[src/rtl/elevator_car_ctrl_if.sv]
// Elevator car controller signal bundle: floor buttons and move tick in,
// car status out to the move generator and display logic.
interface elevator_car_ctrl_if;
  logic       button1;
  logic       button2;
  logic       button3;
  logic       move_clk;
  logic       moving;
  logic       dir_up;
  logic [1:0] floor;
  logic       door_open;
  logic [2:0] pending;
  logic       arrived;

  modport master (
    output button1, button2, button3, move_clk,
    input  moving, dir_up, floor, door_open, pending, arrived
  );

  modport slave (
    input  button1, button2, button3, move_clk,
    output moving, dir_up, floor, door_open, pending, arrived
  );
endinterface

[src/rtl/elevator_car_ctrl.sv]
// Elevator car controller: latches active-low floor calls, picks a travel
// direction and steps the car one floor per TICKS_PER_FLOOR move_clk ticks,
// holding the door open for DOOR_TICKS ticks at each requested floor.
module elevator_car_ctrl #(
  parameter int TICKS_PER_FLOOR = 4,
  parameter int DOOR_TICKS      = 3
) (
  input  logic                clk,
  input  logic                rst_n,
  elevator_car_ctrl_if.slave  bus
);

  localparam int MOVE_LIM = (TICKS_PER_FLOOR > 2) ? TICKS_PER_FLOOR : 2;
  localparam int DOOR_LIM = (DOOR_TICKS > 2) ? DOOR_TICKS : 2;
  localparam int MCW      = $clog2(MOVE_LIM) + 1;
  localparam int DCW      = $clog2(DOOR_LIM) + 1;
  localparam logic [MCW-1:0] MOVE_LAST = MCW'(TICKS_PER_FLOOR - 1);
  localparam logic [DCW-1:0] DOOR_LAST = DCW'(DOOR_TICKS - 1);

  typedef enum logic [1:0] {
    IDLE = 2'd0,
    MOVE = 2'd1,
    DOOR = 2'd2
  } state_t;

  state_t         state_q, state_d;
  logic [1:0]     floor_q, floor_d;
  logic           dir_up_q, dir_up_d;
  logic [2:0]     pending_q, pending_d;
  logic [MCW-1:0] move_cnt_q, move_cnt_d;
  logic [DCW-1:0] door_cnt_q, door_cnt_d;
  logic           arrived_q, arrived_d;

  logic [2:0]     btn_s1, btn_s2, btn_prev;
  logic           mc_s1, mc_s2, mc_prev;
  logic [2:0]     press;
  logic           tick;

  logic [2:0]     press_eff;
  logic [2:0]     clear;
  logic [1:0]     step_floor;
  logic           req_above, req_below;

  // Two-flop synchronisers plus one history flop for edge detection.
  always_ff @(posedge clk or negedge rst_n) begin
    if (!rst_n) begin
      btn_s1   <= '1;
      btn_s2   <= '1;
      btn_prev <= '1;
      mc_s1    <= 1'b1;
      mc_s2    <= 1'b1;
      mc_prev  <= 1'b1;
    end else begin
      btn_s1   <= {bus.button3, bus.button2, bus.button1};
      btn_s2   <= btn_s1;
      btn_prev <= btn_s2;
      mc_s1    <= bus.move_clk;
      mc_s2    <= mc_s1;
      mc_prev  <= mc_s2;
    end
  end

  assign press = btn_prev & ~btn_s2;
  assign tick  = mc_s2 & ~mc_prev;

  // State register.
  always_ff @(posedge clk or negedge rst_n) begin
    if (!rst_n) begin
      state_q <= IDLE;
    end else begin
      state_q <= state_d;
    end
  end

  // Position, direction, request and counter registers.
  always_ff @(posedge clk or negedge rst_n) begin
    if (!rst_n) begin
      floor_q    <= 2'd0;
      dir_up_q   <= 1'b1;
      pending_q  <= '0;
      move_cnt_q <= '0;
      door_cnt_q <= '0;
      arrived_q  <= 1'b0;
    end else begin
      floor_q    <= floor_d;
      dir_up_q   <= dir_up_d;
      pending_q  <= pending_d;
      move_cnt_q <= move_cnt_d;
      door_cnt_q <= door_cnt_d;
      arrived_q  <= arrived_d;
    end
  end

  // Next-state: direction choice, floor stepping, door timing, request latch.
  always_comb begin
    state_d    = state_q;
    floor_d    = floor_q;
    dir_up_d   = dir_up_q;
    move_cnt_d = move_cnt_q;
    door_cnt_d = door_cnt_q;
    arrived_d  = 1'b0;
    clear      = '0;
    step_floor = dir_up_q ? (floor_q + 2'd1) : (floor_q - 2'd1);

    case (floor_q)
      2'd0: begin
        req_above = |pending_q[2:1];
        req_below = 1'b0;
      end
      2'd1: begin
        req_above = pending_q[2];
        req_below = pending_q[0];
      end
      default: begin
        req_above = 1'b0;
        req_below = |pending_q[1:0];
      end
    endcase

    unique case (state_q)
      IDLE: begin
        // Counters held at zero so ticks seen while idle never accumulate.
        move_cnt_d = '0;
        door_cnt_d = '0;
        if (pending_q[floor_q]) begin
          state_d        = DOOR;
          clear[floor_q] = 1'b1;
          arrived_d      = 1'b1;
        end else if (req_above && (dir_up_q || !req_below)) begin
          state_d  = MOVE;
          dir_up_d = 1'b1;
        end else if (req_below) begin
          state_d  = MOVE;
          dir_up_d = 1'b0;
        end
      end
      MOVE: begin
        if (tick) begin
          if (move_cnt_q == MOVE_LAST) begin
            // Floor step and the stop decision for the new floor share one clk.
            move_cnt_d = '0;
            floor_d    = step_floor;
            if (pending_q[step_floor]) begin
              state_d           = DOOR;
              clear[step_floor] = 1'b1;
              arrived_d         = 1'b1;
            end else if ((step_floor == 2'd0) || (step_floor == 2'd2)) begin
              state_d = IDLE;
            end
          end else begin
            move_cnt_d = move_cnt_q + MCW'(1);
          end
        end
      end
      DOOR: begin
        if (tick) begin
          if (door_cnt_q == DOOR_LAST) begin
            door_cnt_d = '0;
            state_d    = IDLE;
          end else begin
            door_cnt_d = door_cnt_q + DCW'(1);
          end
        end
      end
      default: begin
        state_d = IDLE;
      end
    endcase

    // Calls for the floor whose door is open are dropped; clearing beats
    // a simultaneous press of the same bit.
    press_eff = press;
    if (state_q == DOOR) begin
      press_eff[floor_q] = 1'b0;
    end
    pending_d = (pending_q | press_eff) & ~clear;
  end

  // Outputs, all decoded from registered state.
  always_comb begin
    bus.moving    = (state_q == MOVE);
    bus.door_open = (state_q == DOOR);
    bus.dir_up    = dir_up_q;
    bus.floor     = floor_q;
    bus.pending   = pending_q;
    bus.arrived   = arrived_q;
  end

endmodule
[src/flat_wrapper.sv]
// flat-port wrapper written by rule: the top's interface ports become plain ports
module elevator_car_ctrl_flat 
#(
  parameter int TICKS_PER_FLOOR = 4,
  parameter int DOOR_TICKS      = 3
)
  (clk, rst_n, bus_button1, bus_button2, bus_button3, bus_move_clk, bus_moving, bus_dir_up, bus_floor, bus_door_open, bus_pending, bus_arrived);
  elevator_car_ctrl_if bus_i ();
  input  logic clk;
  input  logic rst_n;
  input wire logic [$bits(bus_i.button1)-1:0] bus_button1;
  input wire logic [$bits(bus_i.button2)-1:0] bus_button2;
  input wire logic [$bits(bus_i.button3)-1:0] bus_button3;
  input wire logic [$bits(bus_i.move_clk)-1:0] bus_move_clk;
  output wire logic [$bits(bus_i.moving)-1:0] bus_moving;
  output wire logic [$bits(bus_i.dir_up)-1:0] bus_dir_up;
  output wire logic [$bits(bus_i.floor)-1:0] bus_floor;
  output wire logic [$bits(bus_i.door_open)-1:0] bus_door_open;
  output wire logic [$bits(bus_i.pending)-1:0] bus_pending;
  output wire logic [$bits(bus_i.arrived)-1:0] bus_arrived;
  assign bus_i.button1 = bus_button1;
  assign bus_i.button2 = bus_button2;
  assign bus_i.button3 = bus_button3;
  assign bus_i.move_clk = bus_move_clk;
  assign bus_moving = bus_i.moving;
  assign bus_dir_up = bus_i.dir_up;
  assign bus_floor = bus_i.floor;
  assign bus_door_open = bus_i.door_open;
  assign bus_pending = bus_i.pending;
  assign bus_arrived = bus_i.arrived;
  elevator_car_ctrl #(.TICKS_PER_FLOOR(TICKS_PER_FLOOR), .DOOR_TICKS(DOOR_TICKS)) u_core (.clk(clk), .rst_n(rst_n), .bus(bus_i));
endmodule
[config.mk]
export PLATFORM = sky130hd
export DESIGN_NAME = elevator_car_ctrl_flat
export DESIGN_NICKNAME = d
export VERILOG_FILES = /design/src/rtl/elevator_car_ctrl_if.sv /design/src/rtl/elevator_car_ctrl.sv /design/src/flat_wrapper.sv
export SDC_FILE = /design/constraint.sdc
export NUM_CORES = 1
export LEC_CHECK = 0
export ABC_AREA = 1
export ABC_CLOCK_PERIOD_IN_PS = 4610
export CELL_PAD_IN_SITES_DETAIL_PLACEMENT = 1
export CELL_PAD_IN_SITES_GLOBAL_PLACEMENT = 1
export CORE_UTILIZATION = 44
export DETAILED_ROUTE_END_ITERATION = 8
export PLACE_DENSITY_LB_ADDON = 0.1
export SYNTH_ARGS = -nofsm -noshare
export SYNTH_HDL_FRONTEND = slang
export SYNTH_SLANG_ARGS = --single-unit
[constraint.sdc]
create_clock -name clk -period 4.61 [get_ports clk]
set_clock_uncertainty 0.15 [all_clocks]
set_input_delay 1.1525 -clock clk [delete_from_list [all_inputs] [get_ports clk]]
set_output_delay 1.1525 -clock clk [all_outputs]
set_load 0.05 [all_outputs]
# Word level (Yosys, flattened, before mapping)
# Index checks and enable logic that the tools add are counted.
classes:
  add_sub_neg: 4
  n_reduce_logical: 19
  order_cmp: 4
  n_bitwise: 10
  n_eq_ne: 12
  muxes: 40
ops:
  columns: ["operator", "count"]
  rows:
  - ["$mux 3", 9]
  - ["$mux 2", 10]
  - ["$pmux 3 s2", 3]
  - ["$mux 1", 10]
  - ["$and 3x3->3", 3]
  - ["$not 3->3", 3]
  - ["$ne 2x1->1 const B", 4]
  - ["$add 3x1->3 const B", 2]
  - ["$eq 3x2->1 const B", 2]
  - ["$logic_not 2->1", 3]
  - ["$lt 2x3->1 const B", 2]
  - ["$pmux 1 s2", 3]
  - ["$pmux 2 s3", 1]
  - ["$reduce_and 3->1", 2]
  - ["$reduce_and 6->1", 1]
  - ["$reduce_bool 2->1", 3]
  - ["$bmux 1 s2", 2]
  - ["$demux 1 s2", 2]
  - ["$eq 2x1->1 const B", 2]
  - ["$eq 2x2->1 const B", 2]
  - ["$ge 2x1->1 const B", 2]
  - ["$ne 4x1->1 const B", 1]
  - ["$reduce_and 2->1", 2]
  - ["$reduce_or 2->1", 2]
  - ["9 further kinds", 13]
word_totals:
  register_bits: 27
  elab_cells: 102

# Logic depth before layout (Yosys ltp)
# Gate-level depths: netlist of run 1.
logic_depth:
  depth_word: 12
  depth_mapped: 11
  depth_no_buf: 11

# Worst setup path after synthesis of run 1
# OpenSTA, ideal clock, no wires.
synth_path:
  path_type: "register -> output"
  start: "register u_core.state_q[0]"
  end: "output bus_door_open"
  stages_incl_launch_ff: 4
  setup_slack_ns: 2.540
  t_required_ns: 3.308
  arrival_time_ns: 0.768
  path_cell_list: "dfrtp_1 -> inv_2 -> nand2_1 -> inv_2"
synth_between:
  elab_chain_cells: 1
synth_lines:
  columns: ["item", "line", "rtl"]
  rows:
  - ["from (decl)", "elevator_car_ctrl.sv:26", "state_t state_q, state_d;"]
  - ["from (signal assigned)", "elevator_car_ctrl.sv:71", "state_q <= state_d;"]
  - ["$eq 2x2->1", "elevator_car_ctrl.sv:182", "bus.door_open = (state_q == DOOR);"]
  - ["to (decl)", "flat_wrapper.sv:18", "output wire logic [$bits(bus_i.door_open)-1:0] bus_door_open;"]
# Every way passes these cells.

# Worst setup path in the final report of run 1
# Same ends and word-level chain as after synthesis.

==> results_tabular.tex, run 1 <==
\begin{tabular}{lr}
\hline
Metric & Value \\
\hline
\multicolumn{2}{l}{\textbf{Job}} \\
\quad Max-cap violation count & 0 \\
\multicolumn{2}{l}{\textbf{Floorplan}} \\
\quad \# rows & 19 \\
\quad Area of the die & 3147 um2 \\
\quad Starting density of the core & 46.69\% \\
\quad Number of top-level design ports & 15 \\
\quad Core ar. & 2758 um2 \\
\quad Die height & 56.10 um \\
\quad Chip width & 56.10 um \\
\multicolumn{2}{l}{\textbf{Clock network}} \\
\quad Total of hold buffers inserted after clock tree synthesis & 0 \\
\quad CTS Sinks & 27 \\
\quad Number of instances resized during post-cts repair & 0 \\
\quad Largest buffer count on any clock path & 2 \\
\quad Clock tree from TritonCTS & built \\
\quad Reg clk slew, reported paths & 140 ps \\
\quad Post-CTS setup repair buffer count & 0 \\
\quad CTS buffer count & 3 \\
\quad CTS Root Cell & sky130\_fd\_sc\_hd\_\_clkbuf\_4 \\
\quad Depth of the CTS H-tree & 1 \\
\quad Skew-Pair Late Insertion Delay & approximately 320 ps \\
\multicolumn{2}{l}{\textbf{Power and ir drop}} \\
\quad Tot Pwr & 0.9509 mW \\
\quad IR drop worst, VDD & 0.3952 mV \\
\quad Power density cells & $\sim$630 nW/um2 \\
\quad Leakage component of the power & 0.7105 nW \\
\multicolumn{2}{l}{\textbf{Worst setup path}} \\
\quad Crit Path Category & register to output pin \\
\quad Type of destination of the critical path & output pin \\
\quad Register-to-register path setup slack & roughly 2600 ps \\
\quad Worst-path fanout max & 5 \\
\quad CP max-delay cell & sky130\_fd\_sc\_hd\_\_clkdlybuf4s50\_1 \\
\quad Most frequent cell on the critical path & sky130\_fd\_sc\_hd\_\_inv\_2 \\
\quad Arrival time of data at the critical path endpoint & 1890 ps \\
\quad Data required time of the worst path & 3310 ps \\
\quad Cell-by-cell listing of the critical path & inv\_2, nand2\_1, inv\_2, clkdlybuf4s50\_1 \\
\quad Family with the most delay on the worst path & buffers and inverters \\
\quad Stages on the worst setup path & 4 \\
\quad Worst r2r path cells & 10 \\
\quad Startpoint Class & register \\
\quad Crit path largest cell delay & 820 ps \\
\quad Reg-to-reg endpoint & u\_core.state\_q[0] \\
\quad FF-to-FF Start & u\_core.bus.floor[0] \\
\quad Bufs and invs on worst path & 3 \\
\multicolumn{2}{l}{\textbf{Timing}} \\
\quad Number of hold-slack violations in the final timing report & 0 \\
\quad Period utilization & 69.30\% \\
\quad Final critical-path setup slack & 1415 ps \\
\quad Max frequency & 313.0 MHz \\
\quad Sum Neg Setup Slack & 0 ps \\
\quad Number of endpoints failing setup at the final stage & 0 \\
\quad Pins Over Slew Limit & 0 \\
\quad Final min period & between 3000 and 4000 ps \\
\quad Least-Margin Pin Slew & about 990 ps \\
\quad Relative slew slack & 33.75\% \\
\quad Setup repair after global routing missed its margin & no \\
\multicolumn{2}{l}{\textbf{Place}} \\
\quad Placed instance count & 193 \\
\quad Dpl ws & around 1800 ps \\
\quad IO buf count & 14 \\
\quad Final GP Congestion & 0.7591 \\
\quad Cell area after placement & between 1000 and 1500 um2 \\
\quad Post-DP HPWL & approximately 2200 um \\
\multicolumn{2}{l}{\textbf{Synthesis}} \\
\quad Number of distinct library cells after synthesis & 22 \\
\quad Synthesis-stage register bit count & 27 \\
\quad Number of synthesis warnings & 0 \\
\quad Post-synthesis instance area & 1287 um2 \\
\quad Cell type with the largest total area after synthesis & sky130\_fd\_sc\_hd\_\_dfrtp\_1 \\
\quad Yosys top cell area share & between 20\% and 30\% \\
\quad Largest cells by area after synthesis & sky130\_fd\_sc\_hd\_\_dfrtp\_1 27\%, sky130\_fd\_sc\_hd\_\_dfstp\_2 27\%, sky130\_fd\_sc\_hd\_\_nand2\_1 12\%, sky130\_fd\_sc\_hd\_\_inv\_1 6.1\%, sky130\_fd\_sc\_hd\_\_ha\_1 3.9\% \\
\quad Sequential fraction of the synthesis area & between 50\% and 60\% \\
\quad Cells after synthesis & 147 \\
\quad Average cell area after synthesis & between 8 and 9 um2 \\
\quad Number of nets in the synthesized netlist & 157 \\
\multicolumn{2}{l}{\textbf{Finish}} \\
\quad Fraction of layout cells with a size suffix above 1 & between 20\% and 30\% \\
\quad Final net count & 177 \\
\quad Area overhead of the layout relative to synthesis & 16.52\% \\
\quad Antenna fix cells & 0 \\
\quad Commonest non-fill, non-tap cells in the layout & 41 x sky130\_fd\_sc\_hd\_\_nand2\_1, 21 x sky130\_fd\_sc\_hd\_\_inv\_1, 14 x sky130\_fd\_sc\_hd\_\_clkdlybuf4s50\_1, 14 x sky130\_fd\_sc\_hd\_\_dfrtp\_1, 13 x sky130\_fd\_sc\_hd\_\_dfstp\_2 \\
\quad Post-route insts no fill & 197 \\
\quad Leading cell type in the layout, fill and taps excluded & sky130\_fd\_sc\_hd\_\_nand2\_1 \\
\quad Final standard cell area without fillers & about 1500 um2 \\
\multicolumn{2}{l}{\textbf{Global route}} \\
\quad Antenna violations before repair & 0 \\
\quad Number of global-route vias before repair & 1027 \\
\quad Global-route wire length before repair & 4795 um \\
\quad All-Layer GR Usage & between 10\% and 20\% \\
\quad Largest net degree at the start of global routing & 24 \\
\quad Global route total overflow & 0 \\
\multicolumn{2}{l}{\textbf{Detailed routing}} \\
\quad Post-route antenna net violation count & 0 \\
\quad Via Count & 1003 \\
\quad Length of the first detailed-routing pass in iterations & 4 \\
\quad Average wire per cell in the routed design & around 14 um \\
\quad Number of DRC violations after detailed routing & 0 \\
\quad Aggregate routed wire length & 2774 um \\
\quad Drt via density & 5.091 \\
\quad Count of routing violations after the opening detailed-route iteration & 20 \\
\multicolumn{2}{l}{\textbf{Outcome}} \\
\quad Status & completed \\
\multicolumn{2}{l}{\textbf{Hold path}} \\
\quad Hold path start & u\_core.mc\_s1 \\
\quad Min-Delay Endpoint & u\_core.mc\_s2 \\
\quad Worst Hold Path Cells & 0 \\
\quad Worst hold path type & register to register \\
\hline
\end{tabular}
## synth_stat cells (all sizes together)
| cell type | n |
|---|---|
| o31ai | 1 |
| inv | 26 |
| o21bai | 3 |
| a21oi | 5 |
| dfstp | 13 |
| nand2 | 48 |
| dfrtp | 14 |
| o21ai | 6 |
| a31oi | 3 |
| and2 | 1 |
| o22ai | 1 |
| nand3 | 7 |
| ha | 4 |
| nand4 | 2 |
| nor2 | 11 |
| o21a | 2 |
## metrics by stage
stage	util [%]	hold WS, ps
final	54.40	217.7
after global routing	54.40	223.1
after CTS	54.40	219.9
after detailed placement	53.45	198.1
after global placement	53.45	198.1
after floorplan	-	195.2
## worst max path at each step
stage	slack [ps]	endpoint	startpoint
after floorplan	2540	bus_door_open	u_core.state_q[0]
after global placement	1830	bus_door_open	u_core.state_q[0]
after detailed placement	1800	bus_door_open	u_core.state_q[0]
after CTS	1410	bus_door_open	u_core.state_q[0]
after global routing	1350	bus_door_open	u_core.state_q[0]
final	1420	bus_door_open	u_core.state_q[0]
## report_power, final
group          switching (mW)  internal, mW  total [mW]
clock network          0.0668        0.0339       0.101
registers              0.0538         0.293       0.347
logic                   0.340         0.163       0.503
## routing by layer
layer	wire length, um	GRT usage, %	vias to the layer above
met2	1387	33.33	15
met5	0	0	-
met3	85	2.791	5
met4	31	6.272	0
li1	-	-	501
met1	1269	26.79	482
## cells by family after synthesis
| group | count (synthesis) | synth area share [%] |
|---|---|---|
| flops | 27 | 53.74 |
| simple gates | 69 | 24.68 |
| buf+inv | 26 | 7.581 |
| fa+ha+maj | 4 | 3.887 |
| compound gates | 21 | 10.11 |
## layout make-up
| class | instances | area, um2 |
|---|---|---|
| multi-input cells | 94 | 498.0 |
| flip-flops and latches | 27 | 691.9 |
| well taps | 31 | 38.79 |
| inverters | 26 | 97.59 |
| clock buffers | 4 | 26.28 |
| fillers | 336 | 1257 |
| repair buffers | 15 | 147.6 |
## state kept, by name (all words and copies together) (netlist names), 2 cells and up
register and cells:
u_core.btn_s1 3, u_core.btn_prev 3, u_core.move_cnt_q 3, u_core.btn_s2 3, u_core.bus.pending 3, u_core.door_cnt_q 3
u_core.bus.floor 2, u_core.state_q 2
Note: power is estimated with default switching activity, not from simulation.
==> run 2: changes to the inputs <==
--- a/config.mk
+++ b/config.mk
@@ -6,10 +6,10 @@
 export NUM_CORES = 1
 export LEC_CHECK = 0
 export ABC_AREA = 1
-export ABC_CLOCK_PERIOD_IN_PS = 4610
+export ABC_CLOCK_PERIOD_IN_PS = 2800
 export CELL_PAD_IN_SITES_DETAIL_PLACEMENT = 1
 export CELL_PAD_IN_SITES_GLOBAL_PLACEMENT = 1
-export CORE_UTILIZATION = 44
+export CORE_UTILIZATION = 37
 export DETAILED_ROUTE_END_ITERATION = 8
 export PLACE_DENSITY_LB_ADDON = 0.1
 export SYNTH_ARGS = -nofsm -noshare
==> constraint.sdc (replaced) <==
create_clock -name clk -period 2.8 [get_ports clk]
set_clock_uncertainty 0.15 [all_clocks]
set_input_delay 0.7 -clock clk [delete_from_list [all_inputs] [get_ports clk]]
set_output_delay 0.7 -clock clk [all_outputs]
set_load 0.05 [all_outputs]
==> run 2 against run 1 <==
Clock power rose by 73%. Via count shrank 0.30%. Global-route usage down 2.6 points. Final cell count increased by 7.6%. Count of clock-buffer cells in the layout is 1 lower. Routed wire length increased by 0.22%. Core utilization shrank 8.7 points. Die area grew 18%. Hold slack improved by 1.5 ps. Largest power group unchanged. Critical path depth unchanged.
==> results_tabular.tex, run 2 (synthesis gave the netlist of run 1 again) <==
\begin{tabular}{lr}
\hline
Metric & Value \\
\hline
\multicolumn{2}{l}{\textbf{Outcome}} \\
\quad Status & completed \\
\multicolumn{2}{l}{\textbf{Detailed routing}} \\
\quad Length of the first detailed-routing pass in iterations & 4 (unchanged) \\
\quad Count of routing violations after the opening detailed-route iteration & 22 (+10\%) \\
\quad Aggregate routed wire length & 2780 um (+0.22\%) \\
\quad Average wire per cell in the routed design & 13.11 um (-6.9\%) \\
\quad Via Count & 1000 (-0.30\%) \\
\quad Number of DRC violations after detailed routing & 0 (unchanged) \\
\quad Post-route antenna net violation count & 0 (unchanged) \\
\quad Drt via density & 4.717 (-7.4\%) \\
\multicolumn{2}{l}{\textbf{Global route}} \\
\quad Peak-usage layer in the global routing report & met2 \\
\quad Global route total overflow & 0 (unchanged) \\
\quad Number of global-route vias before repair & 971 (-5.5\%) \\
\quad Antenna violations before repair & 0 (unchanged) \\
\quad Routing usage on met2 & 29.04\% (-4.3 points) \\
\quad Global-route wire length before repair & 4657 um (-2.9\%) \\
\quad GRT met3 Usage & 1.919\% (-0.87 points) \\
\quad All-Layer GR Usage & 17.37\% (-2.6 points) \\
\quad Largest net degree at the start of global routing & 28 (+17\%) \\
\quad Met1 layer usage reported by global route & 24.33\% (-2.5 points) \\
\multicolumn{2}{l}{\textbf{Timing}} \\
\quad Pins Over Slew Limit & 0 (unchanged) \\
\quad Final min period & 2711 ps \\
\quad Max frequency & 368.9 MHz \\
\quad Relative slew slack & 66.09\% (+32 points) \\
\quad Period utilization & 96.82\% \\
\quad Least-Margin Pin Slew & 507.8 ps (-482.8 ps) \\
\quad Number of hold-slack violations in the final timing report & 0 (unchanged) \\
\quad Sum Neg Setup Slack & 0 ps (unchanged) \\
\quad Number of endpoints failing setup at the final stage & 0 (unchanged) \\
\quad Setup repair after global routing missed its margin & no \\
\multicolumn{2}{l}{\textbf{Power and ir drop}} \\
\quad IR drop worst, VDD & 0.4730 mV (+20\%) \\
\quad Leakage component of the power & 0.7240 nW (+1.9\%) \\
\quad Internal power consumption & 0.8061 mW (+64\%) \\
\quad Comb power frac & 52.2\% (-0.7 points) \\
\quad Sw Pwr & 0.7608 mW (+65\%) \\
\quad Power share of the sequential group & 36.6\% (about the same) \\
\quad Power density cells & 1027 nW/um2 (+62\%) \\
\quad Tot Pwr & 1.567 mW (+65\%) \\
\quad Power share of the clock group & 11.2\% (+0.6 points) \\
\quad Switching Fraction & 48.55\% (+0.13 points) \\
\multicolumn{2}{l}{\textbf{Place}} \\
\quad IO buf count & 14 (unchanged) \\
\quad Post-DP HPWL & 2196 um (-1.3\%) \\
\quad Final GP Congestion & 0.7915 (+4.3\%) \\
\quad Cell area after placement & 1493 um2 (+1.3\%) \\
\multicolumn{2}{l}{\textbf{Finish}} \\
\quad Fraction of layout cells with a size suffix above 1 & 22.29\% (+0.60 points) \\
\quad Area overhead of the layout relative to synthesis & 18.46\% \\
\quad Antenna fix cells & 0 (unchanged) \\
\quad Commonest non-fill, non-tap cells in the layout & 41 x sky130\_fd\_sc\_hd\_\_nand2\_1, 21 x sky130\_fd\_sc\_hd\_\_inv\_1, 14 x sky130\_fd\_sc\_hd\_\_dfrtp\_1 \\
\quad Share of the core filled with cells in the final layout & 45.71\% (-8.7 points) \\
\quad Final standard cell area without fillers & 1525 um2 (+1.7\%) \\
\quad Leading cell type in the layout, fill and taps excluded & sky130\_fd\_sc\_hd\_\_nand2\_1 \\
\quad Final net count & 177 (unchanged) \\
\multicolumn{2}{l}{\textbf{Floorplan}} \\
\quad Starting density of the core & 38.58\% (-8.1 points) \\
\quad \# rows & 21 (+2) \\
\quad Core ar. & 3337 um2 (+21\%) \\
\quad Area of the die & 3720 um2 (+18\%) \\
\quad Die height & 60.99 um (+8.7\%) \\
\quad Chip width & 60.99 um (+8.7\%) \\
\quad Number of top-level design ports & 15 (unchanged) \\
\multicolumn{2}{l}{\textbf{Clock network}} \\
\quad Clock tree from TritonCTS & built \\
\quad Largest buffer count on any clock path & 2 (unchanged) \\
\quad Depth of the CTS H-tree & 1 (unchanged) \\
\quad Skew-Pair Late Insertion Delay & 320 ps (about the same) \\
\quad Reg clk slew, reported paths & 160 ps (+20 ps) \\
\quad CTS buffer count & 3 (unchanged) \\
\quad CTS Sinks & 27 (unchanged) \\
\quad Post-CTS setup repair buffer count & 0 (unchanged) \\
\quad CTS Root Cell & sky130\_fd\_sc\_hd\_\_clkbuf\_4 \\
\multicolumn{2}{l}{\textbf{Worst setup path}} \\
\quad Arrival time of data at the critical path endpoint & 1860 ps (-30 ps) \\
\quad Type of destination of the critical path & output pin \\
\quad Worst-path fanout max & 5 (unchanged) \\
\quad Data required time of the worst path & 1950 ps (-1360 ps) \\
\quad Startpoint Class & register \\
\quad Crit Path Category & register to output pin \\
\multicolumn{2}{l}{\textbf{Job}} \\
\quad Max-cap violation count & 0 (unchanged) \\
\multicolumn{2}{l}{\textbf{Hold path}} \\
\quad Worst hold path type & register to register \\
\hline
\end{tabular}
[run 2: cell types whose count changed in the layout (fill, tap and decap cells not counted), sizes merged]
| cell | change |
|---|---|
| dlymetal6s2s | +1 |
| clkbuf | -1 |
| clkinvlp | +1 |
| clkdlybuf4s50 | -1 |
[run 2: power groups by stage]
stage	Combinational [mW]	Sequential, mW	Clock (mW)
5_1_grt	0.905	0.588	0.195
3_3_place_gp	0.799	0.570	0
4_1_cts	0.830	0.574	0.184
6_report	0.818	0.573	0.175
2_1_floorplan	0.472	0.681	0
3_5_place_dp	0.826	0.581	0
[run 2: per-stage QoR]
step / hold slack, ps / instances / worst slack (ps)
global placement: 198.8 / 208 / 466.8
finish: 219.2 / 212 / 89.01
global route: 226.1 / 212 / 19.59
detailed placement: 197.3 / 208 / 442.4
CTS: 221.7 / 212 / 40.50
floorplan: 195.2 / 147 / 776.2
[run 2: final timing paths]
check | from | end | slack [ps] | cells after the start
max | u_core.state_q[1] | bus_moving | 90 | 4
min | u_core.btn_s1[2] | u_core.btn_s2[2] | 220 | 0
max reg2reg | u_core.bus.floor[0] | u_core.state_q[0] | 790 | 10
min reg2reg | u_core.btn_s1[2] | u_core.btn_s2[2] | 220 | 0
max in group asynchronous | rst_n | u_core.btn_prev[0] | 1620 | 2
min in group asynchronous | rst_n | u_core.move_cnt_q[2] | 570 | 2
[run 2: area by class of cell]
| cell class | instances | area, um2 |
|---|---|---|
| clock buffer | 3 | 22.52 |
| tap | 46 | 57.56 |
| clock inverter | 1 | 7.507 |
| inverter | 26 | 97.59 |
| sequential | 27 | 691.9 |
| timing repair buffer | 15 | 150.1 |
| fill | 418 | 1812 |
| multi-input combinational | 94 | 498.0 |
[run 2: routing by layer]
metal,wire length (um),vias to the layer above
met1,1398,494
met5,0,-
li1,-,496
met4,15,0
met2,1331,8
met3,34,2
[run 2: repair_timing]
action,in CTS,in global routing
hold buffers,0,0
resized for setup,0,1
endpoints found under the setup margin,0,1
[run 2: critical path: stages (launching register included)]
cell and delay [ps]:
sky130_fd_sc_hd__dfrtp_1 460, sky130_fd_sc_hd__inv_1 100, sky130_fd_sc_hd__nand2_2 90, sky130_fd_sc_hd__inv_2 90, sky130_fd_sc_hd__clkdlybuf4s50_1 800
==> run 3: changes to the inputs <==
--- a/config.mk
+++ b/config.mk
@@ -6,7 +6,6 @@
 export NUM_CORES = 1
 export LEC_CHECK = 0
 export ABC_AREA = 1
-export ABC_CLOCK_PERIOD_IN_PS = 2800
 export CELL_PAD_IN_SITES_DETAIL_PLACEMENT = 1
 export CELL_PAD_IN_SITES_GLOBAL_PLACEMENT = 1
 export CORE_UTILIZATION = 37
==> results of run 3 <==
The final DEF is identical to that of run 2; final timing and power are the same.
